$ cat src/rtl/alu_pkg.sv
// Shared definitions for the ALU and its two-client arbiter:
// opcode constants, arbiter state encoding, flag bundle and the legal-opcode check.
package alu_pkg;

  localparam int unsigned OP_W  = 4;
  localparam int unsigned CNT_W = 4;

  localparam logic [OP_W-1:0] ADD  = 4'b0010;
  localparam logic [OP_W-1:0] SUB  = 4'b0011;
  localparam logic [OP_W-1:0] AND  = 4'b0100;
  localparam logic [OP_W-1:0] OR   = 4'b0101;
  localparam logic [OP_W-1:0] XOR  = 4'b0110;
  localparam logic [OP_W-1:0] NOTA = 4'b0111;

  typedef enum logic [1:0] {
    IDLE   = 2'd0,
    WAIT   = 2'd1,
    REJECT = 2'd2
  } state_t;

  typedef struct packed {
    logic cf;
    logic of;
    logic sf;
    logic zf;
  } alu_flags_t;

  // True for the opcodes the ALU implements.
  function automatic logic is_legal_op(input logic [OP_W-1:0] op);
    return op inside {ADD, SUB, AND, OR, XOR, NOTA};
  endfunction

endpackage

$ cat src/rtl/rr_arb2.sv
// Two-way round-robin arbiter.
//   CLK, RST      : clock, synchronous active-high reset
//   req0, req1    : request lines
//   update        : advance the pointer past the current winner
//   grant_c       : one-hot grant (combinational from req and pointer)
module rr_arb2 (
  input  logic       CLK,
  input  logic       RST,
  input  logic       req0,
  input  logic       req1,
  input  logic       update,
  output logic [1:0] grant_c
);

  // High when client 1 wins a tie.
  logic prio1;

  always_comb begin
    grant_c = 2'b00;
    if (req0 && req1) begin
      grant_c = prio1 ? 2'b10 : 2'b01;
    end else begin
      grant_c = {req1, req0};
    end
  end

  // After granting client 0, client 1 wins the next tie, and vice versa.
  always_ff @(posedge CLK) begin
    if (RST) begin
      prio1 <= 1'b0;
    end else if (update) begin
      prio1 <= grant_c[0];
    end
  end

endmodule

$ cat src/rtl/alu_arbiter.sv
// Round-robin scheduler sharing one registered ALU between two clients.
//   CLK, RST                 : clock, synchronous active-high reset
//   REQk, OPk, Ak, Bk        : client k request, opcode and operands
//   ACKk, DONEk              : one-cycle accept / completion pulses
//   RESULT, CF/OF/SF/ZF, ERR : result and flags of the last completion
//   BUSY                     : an operation is in flight or being rejected
//   ALU_EN/OE/OPCODE/A/B     : drive side of the ALU
//   ALU_OUT, ALU_CF/OF/SF/ZF : ALU result, valid ALU_LAT edges after EN is sampled
// ALU_LAT must lie in 1..15.
module alu_arbiter
  import alu_pkg::*;
#(
  parameter int unsigned WIDTH   = 8,
  parameter int unsigned ALU_LAT = 2
) (
  input  logic             CLK,
  input  logic             RST,
  input  logic             REQ0,
  input  logic             REQ1,
  input  logic [OP_W-1:0]  OP0,
  input  logic [OP_W-1:0]  OP1,
  input  logic [WIDTH-1:0] A0,
  input  logic [WIDTH-1:0] B0,
  input  logic [WIDTH-1:0] A1,
  input  logic [WIDTH-1:0] B1,
  output logic             ACK0,
  output logic             ACK1,
  output logic             DONE0,
  output logic             DONE1,
  output logic [WIDTH-1:0] RESULT,
  output logic             CF,
  output logic             OF,
  output logic             SF,
  output logic             ZF,
  output logic             ERR,
  output logic             BUSY,
  output logic             ALU_EN,
  output logic             ALU_OE,
  output logic [OP_W-1:0]  ALU_OPCODE,
  output logic [WIDTH-1:0] ALU_A,
  output logic [WIDTH-1:0] ALU_B,
  input  logic [WIDTH-1:0] ALU_OUT,
  input  logic             ALU_CF,
  input  logic             ALU_OF,
  input  logic             ALU_SF,
  input  logic             ALU_ZF
);

  state_t             state;
  logic [CNT_W-1:0]   cnt;
  logic               cur;
  logic [1:0]         grant_c;
  logic               upd_c;
  logic [OP_W-1:0]    op_sel_c;
  logic [WIDTH-1:0]   a_sel_c;
  logic [WIDTH-1:0]   b_sel_c;
  alu_flags_t         alu_flags_c;

  // Requests only count while idle.
  assign upd_c = (state == IDLE) && (REQ0 || REQ1);

  rr_arb2 u_arb (
    .CLK     (CLK),
    .RST     (RST),
    .req0    (REQ0),
    .req1    (REQ1),
    .update  (upd_c),
    .grant_c (grant_c)
  );

  // Winner's payload.
  assign op_sel_c = grant_c[1] ? OP1 : OP0;
  assign a_sel_c  = grant_c[1] ? A1  : A0;
  assign b_sel_c  = grant_c[1] ? B1  : B0;

  assign alu_flags_c = '{cf: ALU_CF, of: ALU_OF, sf: ALU_SF, zf: ALU_ZF};

  // Scheduler FSM with registered outputs.
  always_ff @(posedge CLK) begin
    if (RST) begin
      state      <= IDLE;
      cnt        <= '0;
      cur        <= 1'b0;
      ACK0       <= 1'b0;
      ACK1       <= 1'b0;
      DONE0      <= 1'b0;
      DONE1      <= 1'b0;
      RESULT     <= '0;
      CF         <= 1'b0;
      OF         <= 1'b0;
      SF         <= 1'b0;
      ZF         <= 1'b0;
      ERR        <= 1'b0;
      BUSY       <= 1'b0;
      ALU_EN     <= 1'b0;
      ALU_OE     <= 1'b0;
      ALU_OPCODE <= '0;
      ALU_A      <= '0;
      ALU_B      <= '0;
    end else begin
      ACK0   <= 1'b0;
      ACK1   <= 1'b0;
      DONE0  <= 1'b0;
      DONE1  <= 1'b0;
      ALU_EN <= 1'b0;
      unique case (state)
        IDLE: begin
          if (upd_c) begin
            cur  <= grant_c[1];
            ACK0 <= grant_c[0];
            ACK1 <= grant_c[1];
            BUSY <= 1'b1;
            if (is_legal_op(op_sel_c)) begin
              ALU_OPCODE <= op_sel_c;
              ALU_A      <= a_sel_c;
              ALU_B      <= b_sel_c;
              ALU_EN     <= 1'b1;
              ALU_OE     <= 1'b1;
              cnt        <= CNT_W'(ALU_LAT);
              state      <= WAIT;
            end else begin
              state <= REJECT;
            end
          end
        end
        WAIT: begin
          // The first WAIT edge is the one where the ALU samples EN;
          // latency is counted from there, so the counter holds on it.
          if (!ALU_EN) begin
            cnt <= cnt - CNT_W'(1);
            if (cnt == CNT_W'(1)) begin
              RESULT <= ALU_OUT;
              CF     <= alu_flags_c.cf;
              OF     <= alu_flags_c.of;
              SF     <= alu_flags_c.sf;
              ZF     <= alu_flags_c.zf;
              ERR    <= 1'b0;
              DONE0  <= ~cur;
              DONE1  <= cur;
              ALU_OE <= 1'b0;
              BUSY   <= 1'b0;
              state  <= IDLE;
            end
          end
        end
        REJECT: begin
          ERR   <= 1'b1;
          DONE0 <= ~cur;
          DONE1 <= cur;
          BUSY  <= 1'b0;
          state <= IDLE;
        end
        default: begin
          state <= IDLE;
          BUSY  <= 1'b0;
        end
      endcase
    end
  end

endmodule

$ cat config.mk
export PLATFORM = sky130hd
export DESIGN_NAME = alu_arbiter
export DESIGN_NICKNAME = d
export VERILOG_FILES = /design/src/rtl/alu_pkg.sv /design/src/rtl/rr_arb2.sv /design/src/rtl/alu_arbiter.sv
export SDC_FILE = /design/constraint.sdc
export NUM_CORES = 1
export LEC_CHECK = 0
export ABC_AREA = 1
export CORE_MARGIN = 8
export CORE_UTILIZATION = 45
export DETAILED_ROUTE_END_ITERATION = 7
export PLACE_DENSITY = 0.85
export SYNTH_ARGS = -nofsm -noshare
export SYNTH_HDL_FRONTEND = slang
export SYNTH_HIERARCHICAL = 1
export SYNTH_SLANG_ARGS = --single-unit
$ cat constraint.sdc
create_clock -name CLK -period 2.5 [get_ports CLK]
set_input_delay 0.25 -clock CLK [delete_from_list [all_inputs] [get_ports CLK]]
set_output_delay 0.25 -clock CLK [all_outputs]
set_load 0.01 [all_outputs]
## Yosys cells after proc, flatten, opt, wreduce, memory -nomap -nowiden

Index checks and enable logic that the tools add are counted.
W data, S select, Z words.

- Memories kept: 0
- Memory bits (read-only): 0
- Memory bits (writable): 0
- Bits of input ports: 56
- Bits in latches: 0
- Register bits: 48
- Logic and storage cells: 82

- Equality and inequality tests: 13
- Div/mod/pow operators: 0
- Muxes and demuxes: 29
- Shift-type cells: 0
- Reduce and logical (&&, ||, !) cells: 15
- $lt $le $gt $ge: 0
- Multipliers: 0
- $add $sub $neg: 1
- Bitwise logic cells: 4

Operator list:

| kind | count |
|---|---|
| $eq A4 B3 Y1 const B | 4 |
| $mux W4 | 4 |
| $mux W8 | 2 |
| $mux W2 | 6 |
| $reduce_and A3 Y1 | 4 |
| $mux W1 | 10 |
| $pmux W1 S2 | 5 |
| $eq A4 B2 Y1 const B | 2 |
| $pmux W4 S2 | 1 |
| $reduce_bool A6 Y1 | 1 |
| $reduce_and A5 Y1 | 1 |
| $eq A4 B1 Y1 const B | 1 |
| $ne A2 B1 Y1 const B | 2 |
| $ne A2 B2 Y1 const B | 2 |
| $not A1 Y1 | 4 |
| $pmux W2 S2 | 1 |
| $reduce_and A4 Y1 | 1 |
| $reduce_bool A2 Y1 | 2 |
| $sub A4 B1 Y4 const B | 1 |
| $reduce_or A3 Y1 | 1 |
| $eq A2 B1 Y1 const B | 1 |
| $eq A2 B2 Y1 const B | 1 |
| $logic_and A1 B1 Y1 | 2 |
| $logic_not A2 Y1 | 1 |
| 2 further kinds | 2 |

## Longest topological paths before layout

- Word-level depth: 8
- Depth in mapped cells: 11
- Mapped depth without buffers: 11

## Hierarchy

Netlist, hierarchy kept.

By module, submodules not included:

| module | times used | cells each | seq. area each (sq um) | area an instance (sq um) |
|---|---|---|---|---|
| alu_arbiter | 1 | 302 | 940.9 | 2112.0 |
| rr_arb2 | 1 | 11 | 20.0 | 61.3 |

## Least setup slack after synthesis

OpenSTA, ideal clock, no wires.

- Path kind: register to register
- Start: register u_arb.prio1
- End: register ALU_OPCODE[2]
- Cell stages (with the launch flop): 12
- Setup time: 67 ps
- Setup slack: 895 ps
- Arrival: 1538 ps
- Path through: dfxtp_1 inv_1 a21boi_0 buf_6 nand2_1 nand2_1 nand2_2 nand3_2 buf_6 buf_6 nand2_1 a21oi_2

- Longest elaborated chain between the ends: 6
- Elaborated cells on any way between the ends: 11
- Those cells by class: 6 x eq/ne; 3 x mux; 2 x reduce/logical

RTL lines:

| what | RTL line | source |
|---|---|---|
| start, declared | rr_arb2.sv:16 | `logic prio1;` |
| start signal, assigned | rr_arb2.sv:32 | `prio1 <= grant_c[0];` |
| $mux W2 (*) | rr_arb2.sv:21 | `grant_c = prio1 ? 2'b10 : 2'b01;` |
| $mux W2 (*) | rr_arb2.sv:20 | `if (req0 && req1) begin` |
| named net grant_c[1] | alu_arbiter.sv:52 | `logic [1:0] grant_c;` |
| $mux W4 (*) | alu_arbiter.sv:72 | `assign op_sel_c = grant_c[1] ? OP1 : OP0;` |
| $eq A4 B2 Y1 or $eq A4 B3 Y1 (tied branches) | alu_pkg.sv:30 | `return op inside {ADD, SUB, AND, OR, XOR, NOTA};` |
| $reduce_bool A6 Y1 | alu_pkg.sv:30 |  |
| $reduce_and A3 Y1 (no line) | n/a |  |
| end signal, assigned | alu_arbiter.sv:114 | `ALU_OPCODE <= op_sel_c;` |
| end, declared | alu_arbiter.sv:39 | `output logic [OP_W-1:0] ALU_OPCODE,` |

The timed path passes the listed nets; every way through them passes the cells marked *.
A chain may end at the register's enable or synchronous reset.

## Worst setup path after layout

- Start: input REQ1
- End: register ALU_A[4]

- Longest elaborated chain between the ends: 6
- Elaborated cells on any way between the ends: 14
- Those cells by class: 6 x eq/ne; 3 x mux; 5 x reduce/logical

RTL lines:

| what | RTL line | source |
|---|---|---|
| start, declared | alu_arbiter.sv:19 | `input logic REQ1,` |
| $logic_and A1 B1 Y1 | rr_arb2.sv:20 |  |
| $mux W2 (*) | rr_arb2.sv:20 |  |
| named net grant_c[1] | alu_arbiter.sv:52 |  |
| $mux W4 | alu_arbiter.sv:72 |  |
| $eq A4 B2 Y1 or $eq A4 B3 Y1 (tied branches) | alu_pkg.sv:30 |  |
| $reduce_bool A6 Y1 | alu_pkg.sv:30 |  |
| $reduce_and A3 Y1 (no line) | n/a |  |
| end signal, assigned | alu_arbiter.sv:115 | `ALU_A <= a_sel_c;` |
| end, declared | alu_arbiter.sv:40 | `output logic [WIDTH-1:0] ALU_A,` |

Marked as above.

==> flow_summary.toml <==
[grt]
globalRoute.totalOverflow = 0
grt_first_pass_wirelength_um = 9830
via_count_of_the_first_global_routing_pass = 2189
grt_antenna_before_repair = 0
combined_global_route_utilization_of_all_metal_layers = 0.162
grt_start_max_net_pins = 23

[setup_path]
cp-start-kind = "input port"
critPathBufInv = 3
critical-path-top-delay-family = "buffers and inverters"
cpMostUsedCell = "sky130_fd_sc_hd__nand2_1"
critical_path_peak_fanout = 11
worst_endpoint_required_time_ns = 2.67
worst_path_max_delay_cell = "sky130_fd_sc_hd__clkdlybuf4s50_1"
worstPathArrival_ns = 2.21
critPathMaxStageDelay_ns = 0.50
critPathKind = "input port to register"
endpoint_kind = "register"
crit_path_cell_trace = "clkdlybuf4s50_1, a21boi_1, inv_1, nand2_1, nand2_1, nand2_2, nand3_2, buf_4, o21ai_0, a21oi_1"

[place]
worst_slack_placed_ns = 0.167
routabilityCongestion = 0.804
post-dp-hpwl_um = 4600
placement.io_buffers = 95

[synthesis]
synth.avg_cell_area_um2 = 6.94
seq_area_frac_synth = 0.442
synth.net_count = 374
synth_cells = 313
synth_cell_types = 26
post_synth_instance_area_mm2 = 0.00217
ys_seq_elements = 48
total_of_warnings_raised_by_yosys = 6

[timing]
layout_worst_path_cycle_share = 0.813
slew_headroom = 0.717
final_critical_path_setup_slack_ns = 0.467
tightest_slew_ns = 0.424
final_hold_viol_count = 0
timing.final.max_slew_violations = 0
rsz0062_at_grt = "no"
timing.setup.tns_ns = 0
final.min_clock_period_ns = 2.03
endpoints_failing_setup = 0
clock_skew_ns = 0.00479
fmax_mhz = 492

[clocking]
clk_pin_slew_ns = 0.08
post_cts_resized = 0
numCtsBuffers = 5
clock_latency_on_the_worst_skew_pair_ns = 0.28
clock-root-buffer = "sky130_fd_sc_hd__clkbuf_8"
clock-sinks = 48
post_cts_buffers = 0
postCtsHoldBufs = 0
ctsLongestPathBuffers = 2
tritoncts = "done"
clock_tree.htree_level_count = 2

[final_layout]
layout_commonest_cell = "sky130_fd_sc_hd__clkdlybuf4s50_1"
filler_cell_count = 423
antenna_cells_inserted = 0
layout-drive-gt1-share = 0.0561
regArea_um2 = 961
final_cell_mix = "sky130_fd_sc_hd__clkdlybuf4s50_1, sky130_fd_sc_hd__nand2_1, sky130_fd_sc_hd__dfxtp_1"
multiInputGateArea_um2 = 973
final_net_count = 470
area.growth.synth_to_final_pct = 50.5

[routing]
drt.antenna.violating_nets = 0
finalWirelength_um = 5730
routed-via-count = 2226
wire_per_inst_um = 12.4
first_pass_iters = 4
initialDrtViolationCount = 91
drcViolationCount = 0
vias_per_cell = 4.80

[die]
core.rowCount = 25
design.portCount = 96
die_x_um = 85.5
floorplan.core_area_mm2 = 0.00469
floorplan.die_area_mm2 = 0.00731
die_height_um = 85.5
start_util = 0.463

[power_and_ir_drop]
cellLeakagePower_nw = 1.40
worst_supply_voltage_drop_on_vdd_v = 0.000462
powerDensity_mw_per_mm2 = 697

[hold_path]
min_path_type = "register to register"

[run]
max-cap-violations = 0

[outcome]
status = "finished clean"
power by group:
part,leakage (nW),internal (mW),switching (mW)
clock,0.0510,0.221,0.239
sequential,0.392,0.888,0.0698
combinational,0.958,0.422,0.440
flip-flops by register name, summed over array words and instances, names as in the netlist, 2 cells and up:
register    cells
ALU_B           8
RESULT          8
state           2
ALU_OPCODE      4
ALU_A           8
cnt             4
worst paths after layout:
path | depth (start not counted) | slack [ns] | endpoint | startpoint
setup / recovery | 10 | 0.47 | ALU_A[4]$_SDFFE_PP0P_ | REQ1
hold reg to reg | 2 | 0.44 | ALU_B[7]$_SDFFE_PP0P_ | ALU_B[7]$_SDFFE_PP0P_
hold / removal | 2 | 0.44 | ALU_B[7]$_SDFFE_PP0P_ | ALU_B[7]$_SDFFE_PP0P_
setup reg to reg | 10 | 0.59 | ALU_A[4]$_SDFFE_PP0P_ | u_arb/prio1$_SDFFE_PP0P_
kinds of logic (layout without fill, tap and decap cells):
kind of cell | Yosys count | in the layout | synth area share
AND/OR/NAND/NOR | 139 | 139 | 0.258
AO/OA/AOI/OAI | 64 | 64 | 0.153
buffers and inverters | 55 | 152 | 0.110
flip-flops | 48 | 48 | 0.442
adder cells (fa/ha/maj) | 5 | 5 | 0.0288
XOR/XNOR | 2 | 2 | 0.00806
worst register-to-register path: stages, from the launching register on:
cell                       delay (ns)
sky130_fd_sc_hd__dfxtp_1         0.36
sky130_fd_sc_hd__inv_1           0.05
sky130_fd_sc_hd__a21boi_1        0.34
sky130_fd_sc_hd__inv_1           0.18
sky130_fd_sc_hd__nand2_1         0.11
sky130_fd_sc_hd__nand2_1         0.06
sky130_fd_sc_hd__nand2_2         0.08
sky130_fd_sc_hd__nand3_2         0.15
sky130_fd_sc_hd__buf_4           0.22
sky130_fd_sc_hd__o21ai_0         0.17
sky130_fd_sc_hd__a21oi_1         0.07
layout make-up:
cell class,instances,share of cell area
Timing Repair Buffer,103,0.313
Clock inverter,2,0.00306
Multi-Input combinational cell,210,0.298
Tap cell,54,0.0207
Clock buffer,6,0.0252
Sequential cell,48,0.294
Inverter,41,0.0470
Yosys cell counts, drive strengths merged:
master	instances	area, µm²
buf	8	61.3
o22ai	1	6.26
xnor2	1	8.76
or2	1	6.26
nor2	42	165
nand2	85	327
clkbuf	6	23.8
o21ai	32	160
o211ai	2	15.0
dfxtp	48	961
a21boi	1	7.51
ha	5	62.6
a21oi	28	144
nand3	9	50.1
inv	41	154
xor2	1	8.76
nand4	2	12.5
per-stage QoR:
| stage | utilization | area, µm² | hold slack, ns | cells | power (mW) |
|---|---|---|---|---|---|
| after CTS | 0.697 | 3270 | 0.446 | 464 | 2.30 |
| after detailed placement | 0.678 | 3180 | 0.436 | 456 | 1.84 |
| after global placement | 0.678 | 3180 | 0.429 | 456 | 1.82 |
| after floorplan | - | 2170 | 0.398 | 313 | 1.46 |
| final | 0.697 | 3270 | 0.443 | 464 | 2.28 |
| after global routing | 0.697 | 3270 | 0.469 | 464 | 2.44 |
per-layer routing:
metal / GRT usage / share of wire / up-vias
li1: - / - / 1163
met4: 0.0303 / 0.0091 / 0
met5: 0 / 0 / -
met3: 0.0783 / 0.10 / 4
met1: 0.184 / 0.43 / 982
met2: 0.270 / 0.46 / 77
Note: power is estimated with default switching activity, not from simulation.
==> edit 1: new RTL, config.mk and constraints unchanged <==
Reset style: asynchronous (`RST`), changed in 2 clocked blocks. Comments in the files are not updated.
--- a/src/rtl/rr_arb2.sv
+++ b/src/rtl/rr_arb2.sv
@@ -25,7 +25,7 @@
   end
 
   // After granting client 0, client 1 wins the next tie, and vice versa.
-  always_ff @(posedge CLK) begin
+  always_ff @(posedge CLK or posedge RST) begin
     if (RST) begin
       prio1 <= 1'b0;
     end else if (update) begin
--- a/src/rtl/alu_arbiter.sv
+++ b/src/rtl/alu_arbiter.sv
@@ -76,7 +76,7 @@
   assign alu_flags_c = '{cf: ALU_CF, of: ALU_OF, sf: ALU_SF, zf: ALU_ZF};
 
   // Scheduler FSM with registered outputs.
-  always_ff @(posedge CLK) begin
+  always_ff @(posedge CLK or posedge RST) begin
     if (RST) begin
       state      <= IDLE;
       cnt        <= '0;
Behaviour: differs if RST is asserted again (counterexample within 4 cycles, from zero or initial values and one cycle with RST high); with RST held inactive, the same outputs for 10 cycles.
==> edit 1 against the unedited design <==
- power increased by 52%
- core utilization decreased by 2.3 points
- sequential cell count unchanged
- cell count decreased by 0.22%
- cell area increased by 4.0%
- wire length increased by 2.1%
- critical path depth increased by 1
- setup slack improved by 0.063 ns
- area after synthesis increased by 6.2%
- die area increased by 5.0%
- largest power group is now combinational cells
==> edit 1: results (changes against the unedited design) <==
synthesis:
  synth_flop_cell: "dfrtp_1"
  async_flop_share_pct: 100  # +100 points
  synth_nets: 358  # -4.3%
  synth_area_leaders: "dfrtp_1 (52%), nand2_1 (28%), inv_1 (3.6%), ha_1 (2.7%), nand3_1 (1.7%)"
  syn_area_per_cell_um2: 7.77  # +12%
  synth-seq-area-share_pct: 52.0  # +7.8 points
  netlist_top_cells_count: "nand2_1 (170), dfrtp_1 (48), inv_1 (22), nand3_1 (8), nor2_1 (7)"
final_layout:
  layout.nets: 454  # -3.4%
  clock_tree_area_fraction_pct: 2.83  # about the same
  n_fill_cell: 435  # +2.8%
  nClkBuffers: 7  # +1
  signal_buffers: 99  # -3.9%
  inv_count: 25  # -39%
  multiInputGateArea_um2: 942  # -3.2%
  register_area_um2: 1200  # +25%
  flops_and_latches: 48  # unchanged
  layout-drive-gt1-share_pct: 6.62  # +1.0 points
  bufAreaShareNonClock_pct: 28.8  # -2.4 points
  multi_input_gates: 214  # +1.9%
worst_setup_path:
  critPathArrivalTime_ns: 2.19  # -0.02 ns
  max_stage_delay_ns: 0.52  # +0.02 ns
  cp_max_fo: 22  # +11
  reg2reg_to: "ERR"
  r2r_start: "state[1]"
  reg2regPathDepth: 8  # -2
  crit_path_end: "ALU_OPCODE[2]"
timing:
  setup_tns_ns: 0  # unchanged
  max_slew_margin_pct: 59.2  # -12 points
  finalClockSkew_ns: 0.00701  # +0.00222 ns
power:
  p_leak_uw: 0.00174  # +24%
  p_switching_uw: 1280  # +71%
  vdd_drop_max_uv: 359  # -22%
global_routing:
  grt_max_degree: 31  # +35%
  grt_use_total_pct: 16.0  # -0.23 points
  first_global_vias: 2121  # -3.1%
  grt_pass1_wl_um: 9720  # -1.0%
route:
  wl_met1_um: 2420  # -0.82%
  wl_met2_um: 2710  # +2.7%
  via_count: 2150  # -3.4%
  drt_iter0_drc: 63  # -31%
  wl_per_cell_um: 12.6  # +2.3%
clocking:
  cts_setup_buffers: 0  # unchanged
  cts-resized-gates: 0  # unchanged
  cts_max_path_buffers: 2  # unchanged
place:
  dpl.hpwl_um: 4690  # +1.9%
  routabilityCongestion: 0.820  # +2.0%
worst_hold_path:
  hp-class: "in -> async"
status:
  status: "finished clean"
==> edit 1: power by group through the flow <==
stage | Sequential, µW | Clock [µW] | Combinational, µW
floorplan | 1430 | 0 | 756
CTS | 1310 | 488 | 1710
detailed placement | 1320 | 0 | 1710
global placement | 1300 | 0 | 1660
global route | 1350 | 514 | 1890
finish | 1310 | 476 | 1690
==> edit 1: logic make-up after synthesis <==
group,synth area share [%]
adders and majority gates,2.71
and+or+nand+nor,34.2
buffers and inverters,7.15
AOI/OAI and AO/OA,3.90
DFF,52.0
==> edit 1: worst min path at each step <==
| stage | from | to | slack, ns | cells after the start |
|---|---|---|---|---|
| after detailed placement | cur | DONE0 | 0.42 | 1 |
| after global placement | cur | DONE0 | 0.43 | 1 |
| after global routing | RST | u_arb/prio1 | 0.16 | 2 |
| after floorplan | RST | u_arb/prio1 | -0.02 | 1 |
| after CTS | RST | u_arb/prio1 | 0.12 | 2 |
| final | RST | u_arb/prio1 | 0.13 | 2 |
==> edit 1: metal layers <==
metal / up-vias / GRT usage, %
met3: 10 / 8.35
li1: 1082 / -
met2: 75 / 25.6
met5: - / 0
met4: 0 / 4.06
met1: 983 / 18.2
==> edit 1: stage by stage <==
step                      hold WS, ns  utilization, %  power [µW]  area [µm²]  setup WS [ns]
after floorplan               -0.0213               -        2190        2310          0.907
after global placement          0.430            65.6        2960        3310          0.288
after detailed placement        0.425            65.6        3020        3310          0.234
after CTS                       0.123            67.5        3510        3400          0.536
after global routing            0.156            67.5        3750        3400          0.294
final                           0.130            67.5        3470        3400          0.530
==> edit 2: new RTL, config.mk and constraints unchanged <==
Made on the original files. The package constant `CNT_W` goes from 4 to 3.
--- a/src/rtl/alu_pkg.sv
+++ b/src/rtl/alu_pkg.sv
@@ -3,7 +3,7 @@
 package alu_pkg;
 
   localparam int unsigned OP_W  = 4;
-  localparam int unsigned CNT_W = 4;
+  localparam int unsigned CNT_W = 3;
 
   localparam logic [OP_W-1:0] ADD  = 4'b0010;
   localparam logic [OP_W-1:0] SUB  = 4'b0011;
Check against the original RTL: no difference found for any inputs over 10 cycles, from zero or initial values and one cycle with RST high; that may be too few to reach the edited logic, so the function may still have changed.
==> edit 2 against the unedited design <==
- non-clock buffer count unchanged
- area after synthesis down 2.4%
- wire length hardly changed
- power down 1.3%
- setup slack improved by 0.22 ns
- cell area decreased by 1.8%
- sequential cell count down 1
- die area shrank 2.0%
- sequential power decreased by 2.3%
- clock skew is 0.0025 ns higher
- largest power group unchanged
==> edit 2: results (changes against the unedited design) <==
worst_setup_path:
  reg2reg_to: "ALU_OPCODE[2]"
  reg2reg_slack_ns: 0.74  # +0.15 ns
  critPathArrivalTime_ns: 2.02  # -0.19 ns
  reg2regPathDepth: 10  # unchanged
  cp_max_fo: 21  # +10
  max_stage_delay_ns: 0.49
final_layout:
  antennaDiodeCount: 0  # unchanged
  layout-drive-gt1-share_pct: 5.72  # +0.11 points
  layout.nets: 462  # -1.7%
  reg_top3: "ALU_A (8), ALU_B (8), RESULT (8)"
  n_fill_cell: 418  # -1.2%
worst_hold_path:
  hp-start: "ALU_A[1]"
  hp-class: "reg -> reg"
  hold_path_depth: 2  # unchanged
  min_to: "ALU_A[1]"
global_routing:
  grt_max_degree: 22  # -4.3%
  grtUsageMet2_pct: 27.6  # +0.62 points
  first_global_vias: 2169  # -0.91%
  grt_pass1_wl_um: 9690  # -1.4%
  grt_util_met3_pct: 7.80  # -0.027 points
  globalRouteMet1Util_pct: 17.7  # -0.69 points
  grt_use_total_pct: 16.4  # +0.17 points
synthesis:
  synth_xor_xnor_area_share_pct: 0.413  # -0.39 points
  synth_area_leaders: "dfxtp_1 (44%), nand2_1 (15%), inv_1 (7.4%), o21ai_0 (7.1%), nor2_1 (6.2%)"
  synth-adder-area-share_pct: 2.95  # +0.071 points
  synth-seq-area-share_pct: 44.4  # +0.15 points
  netlist_top_cells_count: "nand2_1 (84), dfxtp_1 (47), inv_1 (42), nor2_1 (35), o21ai_0 (30)"
  synth_flop_cell: "dfxtp_1"
  async_flop_share_pct: 0  # unchanged
  synth_nets: 366  # -2.1%
  ys_types: 24  # -7.7%
  synth_compound_area_share_pct: 15.0  # -0.27 points
timing:
  whs_ns: 0.444  # +0.00130 ns
  finalHoldViolCount: 0  # unchanged
  finalClockSkew_ns: 0.00734  # +0.00254 ns
  worst_pin_slew_ns: 0.390  # -0.0337 ns
  finalSetupViolCount: 0  # unchanged
status:
  status: "finished clean"
power:
  p_leak_uw: 0.00137  # -2.5%
  vdd_drop_max_uv: 399  # -14%
route:
  wl_met2_um: 2640  # -0.19%
  wl_met1_um: 2490  # +2.2%
  drt_iter0_drc: 103  # +13%
  drt_first_pass_iters: 4  # unchanged
  wl_per_cell_um: 12.6  # +1.8%
  met3_length_um: 534  # -11%
  viasPerCell: 4.72  # -1.6%
place:
  dpl.hpwl_um: 4550  # -1.1%
  io_buffers: 95  # unchanged
  routabilityCongestion: 0.807  # +0.32%
  preCtsSetupSlack_ns: 0.367  # +0.201 ns
clocking:
  h-tree-depth: 2  # unchanged
  cts-resized-gates: 0  # unchanged
  clock_latency_ns: 0.30  # +0.02 ns
  clkSlewWorstSetupHoldPaths_ns: 0.09
-- edit 2: changes by cell type in the layout (fill, tap and decap cells not counted), sizes merged --
cell      unedited run  this run
nand2               85        87
xor2                 1         0
inv                 41        42
nor2                42        36
a21oi               28        27
dfxtp               48        47
clkinvlp             0         1
o21ai               32        31
o211ai               2         1
clkinv               2         1
-- edit 2: through the flow --
step | total power (µW) | instances | instance area [µm²]
floorplan | 1420 | 305 | 2120
global placement | 1760 | 448 | 3110
detailed placement | 1780 | 448 | 3110
CTS | 2270 | 456 | 3210
global route | 2410 | 456 | 3210
finish | 2250 | 456 | 3210
-- edit 2: worst max path at each step --
stage	start	to	slack, ns	cells past startpoint
after floorplan	u_arb/prio1	ALU_OPCODE[2]	0.90	11
after global placement	REQ1	ALU_OPCODE[2]	0.42	10
after detailed placement	REQ1	ALU_OPCODE[2]	0.37	10
after CTS	REQ1	ALU_OPCODE[2]	0.69	10
after global routing	REQ1	ALU_B[0]	0.47	10
final	REQ1	ALU_OPCODE[2]	0.68	10
-- edit 2: layout make-up --
| cell class | count | share of cell area, % |
|---|---|---|
| tap | 54 | 2.10 |
| multi-input combinational | 202 | 29.1 |
| clock buffer | 6 | 2.57 |
| timing repair buffer | 103 | 31.5 |
| clock inverter | 2 | 0.506 |
| sequential | 47 | 29.3 |
| inverter | 42 | 4.91 |
-- edit 2: cells by family (layout without fill, tap and decap cells) --
group           Yosys count  in the layout
simple gates            135            135
compound gates           61             61
buf+inv                  56            153
flops                    47             47
fa+ha+maj                 5              5
xor+xnor                  1              1
-- edit 2: power breakdown --
group	internal, µW	switching [µW]	leakage (µW)
Sequential	870	65.3	0.000384
Combinational	404	430	0.000934
Clock	226	255	0.0000474
Total	1500	750	0.00137
